File: config.mk
export PLATFORM = sky130hd
export DESIGN_NAME = boss_aggro
export DESIGN_NICKNAME = d
export VERILOG_FILES = /design/src/rtl/boss_aggro.sv
export SDC_FILE = /design/constraint.sdc
export NUM_CORES = 1
export LEC_CHECK = 0
export CORE_UTILIZATION = 50
export CTS_BUF_LIST = sky130_fd_sc_hd__clkbuf_4
export DETAILED_ROUTE_END_ITERATION = 16
export DONT_BUFFER_PORTS = 1
export PLACE_DENSITY_LB_ADDON = 0.15
export SYNTH_ARGS = -nofsm -noshare
export SYNTH_HDL_FRONTEND = slang
export SYNTH_SLANG_ARGS = --single-unit
export TNS_END_PERCENT = 5
File: constraint.sdc
create_clock -name clk -period 3.7 [get_ports clk]
set_clock_uncertainty 0.05 [all_clocks]
set_input_delay 1.11 -clock clk [delete_from_list [all_inputs] [get_ports clk]]
set_output_delay 1.11 -clock clk [all_outputs]
set_load 0.01 [all_outputs]
File: src/rtl/boss_aggro.sv
// Per-player boss threat tracker: damage-driven aggro with frame-based decay and a
// hysteresis/lock-filtered target select feeding boss_move.
module boss_aggro #(
  parameter int AGGRO_MAX   = 15,
  parameter int DECAY_TICKS = 60,
  parameter int HYST        = 2,
  parameter int LOCK_TICKS  = 20
) (
  input  logic       clk,
  input  logic       rst_n,
  input  logic       frame_tick,
  input  logic [1:0] game_active,
  input  logic       char_hit,
  input  logic [3:0] char_dmg,
  input  logic       player_2_hit,
  input  logic [3:0] player_2_dmg,
  output logic [3:0] char_aggro,
  output logic [3:0] player_2_aggro,
  output logic       aggro_target,
  output logic       target_changed
);

  localparam int DW = $clog2(DECAY_TICKS + 1);
  localparam int LW = $clog2(LOCK_TICKS + 1);

  typedef enum logic [1:0] {TGT_CHAR, PEND_P2, TGT_P2, PEND_CHAR} tgt_state_t;

  typedef struct packed {
    logic [3:0]    lvl;
    logic [DW-1:0] cnt;
  } aggro_t;

  function automatic logic [3:0] sat_add(input logic [3:0] a, input logic [3:0] d);
    logic [4:0] s;
    s = {1'b0, a} + {1'b0, d};
    if (s > 5'(AGGRO_MAX)) return 4'(AGGRO_MAX);
    return s[3:0];
  endfunction

  // A hit always wins over the frame tick; the counter parks at DECAY_TICKS once aggro is 0.
  function automatic aggro_t aggro_step(input aggro_t cur, input logic hit,
                                        input logic [3:0] dmg, input logic tick);
    aggro_t nxt;
    nxt = cur;
    if (hit) begin
      nxt.lvl = sat_add(cur.lvl, dmg);
      nxt.cnt = '0;
    end else if (tick && (cur.cnt != DW'(DECAY_TICKS))) begin
      if (cur.cnt == DW'(DECAY_TICKS - 1)) begin
        if (cur.lvl != 4'd0) begin
          nxt.lvl = cur.lvl - 4'd1;
          nxt.cnt = '0;
        end else begin
          nxt.cnt = DW'(DECAY_TICKS);
        end
      end else begin
        nxt.cnt = cur.cnt + DW'(1);
      end
    end
    return nxt;
  endfunction

  aggro_t        char_st, p2_st;
  tgt_state_t    state;
  logic [LW-1:0] lock_cnt;
  logic          p2_lead, char_lead;

  assign p2_lead   = {1'b0, p2_st.lvl}   >= ({1'b0, char_st.lvl} + 5'(HYST));
  assign char_lead = {1'b0, char_st.lvl} >= ({1'b0, p2_st.lvl}   + 5'(HYST));

  always_ff @(posedge clk or negedge rst_n) begin
    if (!rst_n) begin
      char_st        <= '0;
      p2_st          <= '0;
      state          <= TGT_CHAR;
      lock_cnt       <= '0;
      aggro_target   <= 1'b0;
      target_changed <= 1'b0;
    end else if (game_active == 2'd0) begin
      char_st        <= '0;
      p2_st          <= '0;
      state          <= TGT_CHAR;
      lock_cnt       <= '0;
      aggro_target   <= 1'b0;
      target_changed <= 1'b0;
    end else if (game_active[1]) begin
      target_changed <= 1'b0;
    end else begin
      char_st        <= aggro_step(char_st, char_hit, char_dmg, frame_tick);
      p2_st          <= aggro_step(p2_st, player_2_hit, player_2_dmg, frame_tick);
      target_changed <= 1'b0;
      if (frame_tick) begin
        case (state)
          TGT_CHAR: if (p2_lead) begin
            state    <= PEND_P2;
            lock_cnt <= LW'(1);
          end
          PEND_P2: if (!p2_lead) begin
            state    <= TGT_CHAR;
            lock_cnt <= '0;
          end else if (lock_cnt == LW'(LOCK_TICKS - 1)) begin
            state          <= TGT_P2;
            lock_cnt       <= '0;
            aggro_target   <= 1'b1;
            target_changed <= 1'b1;
          end else begin
            lock_cnt <= lock_cnt + LW'(1);
          end
          TGT_P2: if (char_lead) begin
            state    <= PEND_CHAR;
            lock_cnt <= LW'(1);
          end
          PEND_CHAR: if (!char_lead) begin
            state    <= TGT_P2;
            lock_cnt <= '0;
          end else if (lock_cnt == LW'(LOCK_TICKS - 1)) begin
            state          <= TGT_CHAR;
            lock_cnt       <= '0;
            aggro_target   <= 1'b0;
            target_changed <= 1'b1;
          end else begin
            lock_cnt <= lock_cnt + LW'(1);
          end
          default: begin
            state    <= TGT_CHAR;
            lock_cnt <= '0;
          end
        endcase
      end
    end
  end

  assign char_aggro     = char_st.lvl;
  assign player_2_aggro = p2_st.lvl;

endmodule

Yosys cells after proc, flatten, opt, wreduce, memory -nomap -nowiden

Cells that the tools add are included.
W data, S select, Z words.

Bits in registers: 29

$add $sub $neg: 9
Reduce and logical (&&, ||, !) cells: 21
$lt $le $gt $ge: 4
Equal/unequal tests: 17
Muxes and demuxes: 62

Operators with widths:

| operator              | count |
|---|---|
| $mux W10              | 8 |
| $mux W5               | 8 |
| $mux W4               | 8 |
| $mux W6               | 4 |
| $mux W1               | 21 |
| $reduce_bool A3 Y1    | 7 |
| $pmux W5 S4           | 1 |
| $mux W2               | 9 |
| $ne A3 B3 Y1 const B  | 6 |
| $add A6 B1 Y6 const B | 2 |
| $eq A6 B6 Y1 const B  | 2 |
| $ne A6 B6 Y1 const B  | 2 |
| $reduce_and A4 Y1     | 3 |
| $add A4 B2 Y5 const B | 2 |
| $add A4 B4 Y5         | 2 |
| $ge A4 B5 Y1          | 2 |
| $gt A5 B4 Y1 const B  | 2 |
| $ne A4 B4 Y1 const B  | 2 |
| $pmux W2 S4           | 1 |
| $reduce_bool A4 Y1    | 2 |
| $sub A4 B1 Y4 const B | 2 |
| $reduce_and A7 Y1     | 1 |
| $reduce_and A6 Y1     | 1 |
| $add A5 B1 Y5 const B | 1 |
| 9 further kinds       | 14 |

Logic depth before layout (Yosys ltp)

Depth in word-level cells: 10
Mapped depth: 10
Gate-level depth less buffers: 10

Worst setup path before layout

No wires, ideal clock.

Kind: register to register
Start point: register char_st, in the netlist char_aggro[1]
End point: register lock_cnt[1]
Period minus slack after synthesis: 2.625 ns
Buffers on the path: 0
Library setup time: 0.125 ns
Path slack: 1.075 ns
Stages on the path, launching flop included: 11
Arrival time: 2.450 ns
Cell sequence: dfrtp_1 > inv_1 > ha_1 > inv_1 > ha_1 > o21a_1 > o21ai_0 > nor3_2 > or3_4 > a21oi_4 > mux2_4

Cells in the longest elaborated chain, start to end: 7

RTL lines:

| item                     | line | RTL |
|---|---|---|
| start: declaration       | 63   | `aggro_t char_st, p2_st;` |
| start signal: assignment | 89   | `char_st <= aggro_step(char_st, char_hit, char_dmg, frame_tick);` |
| $add A4 B2 Y5            | 68   | `assign p2_lead = {1'b0, p2_st.lvl} >= ({1'b0, char_st.lvl} + 5'(HYST));` |
| $ge A4 B5 Y1             | 68   |  |
| $mux W5                  | 98   | `PEND_P2: if (!p2_lead) begin` |
| $pmux W5 S4              | 93   | `case (state)` |
| $mux W5                  | 92   | `if (frame_tick) begin` |
| $mux W5                  | 86   | `end else if (game_active[1]) begin` |
| $mux W5                  | 79   | `end else if (game_active == 2'd0) begin` |
| end signal: assignment   | 107  | `lock_cnt <= lock_cnt + LW'(1);` |
| end signal: assignment   | 122  | `lock_cnt <= lock_cnt + LW'(1);` |
| end: declaration         | 65   | `logic [LW-1:0] lock_cnt;` |

Parallel ways exist; a longest one is shown, timed or not. The select of a mux whose other input is x is not followed.
A chain may end at the register's enable or synchronous reset.

Final worst setup path

Ends and elaborated chain as after synthesis.

==> results.json <==
{
  "clock_sinks": 29,
  "p_sw_uw": 701,
  "ir_worst_vdd_uv": 437,
  "place_hpwl_um": 3700,
  "synth_nets": 311,
  "synth_cell_types": 51,
  "r2r_start": "char_aggro[1]$_DFFE_PN0P_",
  "postCtsSetupBuffers": 0,
  "p_leak_uw": 0.00109,
  "cts_buffer_depth": 2,
  "gp_congestion": 0.832,
  "path_clk_slew_ns": 0.09,
  "path_max_fanout": 6,
  "finish.utilization_pct": 54.6,
  "holdWs_ns": 0.411,
  "ys_top_cells_by_area": "dfrtp_1 30%, ha_1 16%, o21ai_0 6.2%",
  "critPathArrivalTime_ns": 3.11,
  "htreeDepth": 2,
  "cts_buffers": 5,
  "combPwrFrac_pct": 55.7,
  "core_area_um2": 4500,
  "synthArstFlopShare_pct": 100,
  "avgSynthCellArea_um2": 9.16,
  "powerDensity_nw_per_um2": 643,
  "fmax_mhz": 341,
  "antenna_cells": 0,
  "drc": 0,
  "overflow": 0,
  "seq_area_frac_synth_pct": 30.0,
  "rsz0062_at_grt": "false",
  "area_delta_synth_final_pct": 1.76,
  "dieArea_um2": 5120,
  "power.share.sequential_pct": 32.5,
  "p_clk_share_pct": 11.7,
  "grt_pass1_wl_um": 8340,
  "syn_inst": 264,
  "drv_cap": 0,
  "grt_pass1_vias": 1820,
  "drt-vias-per-instance": 6.04,
  "fp.dieH_um": 71.5,
  "netlist_area_um2": 2420,
  "ios": 25,
  "final_antenna_net_count": 0,
  "finalSetupViolations": 0,
  "clkLatencyLatePin_ns": 0.33,
  "first_iter_violations": 79,
  "synth-edff-count": 0,
  "synth-seq-cells": 29,
  "fp-row-count": 24,
  "worstSetupStartpoint": "char_aggro[1]$_DFFE_PN0P_",
  "dr.pass1.iters": 4,
  "n_fill_cell": 447,
  "start_util_pct": 53.7,
  "finalMaxSlewViolations": 0,
  "worst_ep_required_time_ns": 3.88,
  "grt.total_usage_pct": 21.0,
  "numPortBuffers": 0,
  "outcome": "finished clean",
  "min_period_ns": 2.93,
  "drive_above_1_share_pct": 10.0,
  "tightest_slew_ns": 0.795,
  "netlist.area_leader.share_pct": 30.0,
  "tns_ns": 0,
  "power.internal_uw": 880,
  "path_class": "flop to flop",
  "cts-root-buf": "clkbuf_4",
  "nets": 306,
  "vias": 1878,
  "routed_wl_um": 4830,
  "ys_warn_count": 0,
  "synth_ff_type": "dfrtp_1",
  "antenna_found_initial": 0,
  "cts_tree": "done",
  "end_kind": "flop",
  "finalHoldViolCount": 0,
  "cts_resized": 0,
  "grt_max_degree": 30,
  "crit_path_start_kind": "flop",
  "r2r_cells": 10,
  "slew_headroom_pct": 46.8,
  "die_x_um": 71.5,
  "post_drt_wl_per_cell_um": 15.5,
  "fin_crit_sh_pct": 79.3,
  "yosysTopAreaCell": "dfrtp_1",
  "hold_class": "input port to async pin",
  "swShare_pct": 44.3,
  "cts_hold_buf": 0
}
## power by group through the flow
| stage | logic [µW] | registers, µW | clock network (µW) |
|---|---|---|---|
| final | 882 | 515 | 186 |
| after global routing | 1010 | 530 | 203 |
| after CTS | 885 | 517 | 191 |
| after detailed placement | 882 | 523 | 0 |
| after global placement | 855 | 522 | 0 |
| after floorplan | 835 | 452 | 0 |
## cells in the mapped netlist, types with 3 or more instances
cell type	number
ha_1	30
o21ai_0	30
dfrtp_1	29
inv_1	23
nand2_1	15
nand3_1	15
a21oi_1	9
xnor2_1	9
buf_4	8
nor2b_1	8
nor2_1	7
a21o_1	6
a31o_2	4
clkbuf_1	4
and3_1	3
nand2b_1	3
nand3b_1	3
nor3b_1	3
o31ai_1	3
## sequential cells by signal, summed over array words and instances (netlist names)
signal	flops
aggro_target	1
char_aggro	4
char_st	6
lock_cnt	5
p2_st	6
player_2_aggro	4
state	2
target_changed	1
## logic make-up after synthesis
| family | share of synthesized area (%) |
|---|---|
| AO/OA/AOI/OAI | 22.4 |
| multiplexers | 2.38 |
| buffers and inverters | 6.83 |
| XOR/XNOR | 3.99 |
| adder cells (fa/ha/maj) | 17.2 |
| flip-flops | 30.0 |
| AND/OR/NAND/NOR | 17.2 |
## path summary, 6_finish.rpt
path / to / slack [ns]
max in group asynchronous: target_changed$_DFF_PN0_ / 3.12
hold / removal: lock_cnt[1]$_DFFE_PN0P_ / 0.41
hold reg to reg: p2_st[5]$_DFFE_PN0P_ / 0.44
setup / recovery: lock_cnt[1]$_DFFE_PN0P_ / 0.77
min in group clk: p2_st[5]$_DFFE_PN0P_ / 0.44
setup reg to reg: lock_cnt[1]$_DFFE_PN0P_ / 0.77
## cells in the final DEF (no fill, tap or decap), types with 3 or more instances in the layout
master	instances
o21ai_0	30
xnor2_1	9
a21oi_1	9
dfrtp_1	29
nand3_1	15
nand2b_1	3
nor2b_1	8
nand2_1	15
ha_1	30
nor2_1	7
a31o_2	4
nand3b_1	3
a21o_1	6
clkbuf_4	6
nor3b_1	3
o31ai_1	3
inv_1	23
and3_1	3
## area by class of cell
| type | instances | area [µm²] | share of cell area [%] |
|---|---|---|---|
| clock buffer | 6 | 45.0 | 1.83 |
| clock inverter | 1 | 3.75 | 0.153 |
| inverter | 23 | 86.3 | 3.51 |
| multi-input combinational | 199 | 1530 | 62.1 |
| sequential | 29 | 726 | 29.5 |
| tap | 52 | 65.1 | 2.64 |
| timing repair buffer | 1 | 7.51 | 0.305 |
## per-layer routing
| layer | global-route usage [%] | part of all wire (%) | up-vias |
|---|---|---|---|
| met3 | 5.06 | 3.7 | 8 |
| li1 | - | - | 935 |
| met1 | 28.6 | 49 | 898 |
| met2 | 32.7 | 45 | 37 |
| met5 | 0 | 0 | - |
| met4 | 7.19 | 1.9 | 0 |
## critical path, cell delays in order (launching register included)
cell     delay, ns
dfrtp_1       0.49
inv_1         0.19
ha_1          0.31
inv_1         0.04
ha_1          0.27
o21a_1        0.16
o21ai_0       0.28
nor3_2        0.12
or3_4         0.39
a21oi_4       0.21
mux2_4        0.31
## through the flow
stage          worst slack, ns  power [µW]  cell area [µm²]  instances
6_report                 0.766        1580             2460        311
5_1_grt                  0.595        1740             2460        311
4_1_cts                  0.771        1590             2460        311
3_5_place_dp             0.791        1400             2410        304
3_3_place_gp             0.842        1380             2410        304
2_1_floorplan             1.08        1290             2420        264
No activity file was read; power rests on OpenSTA's default activity.
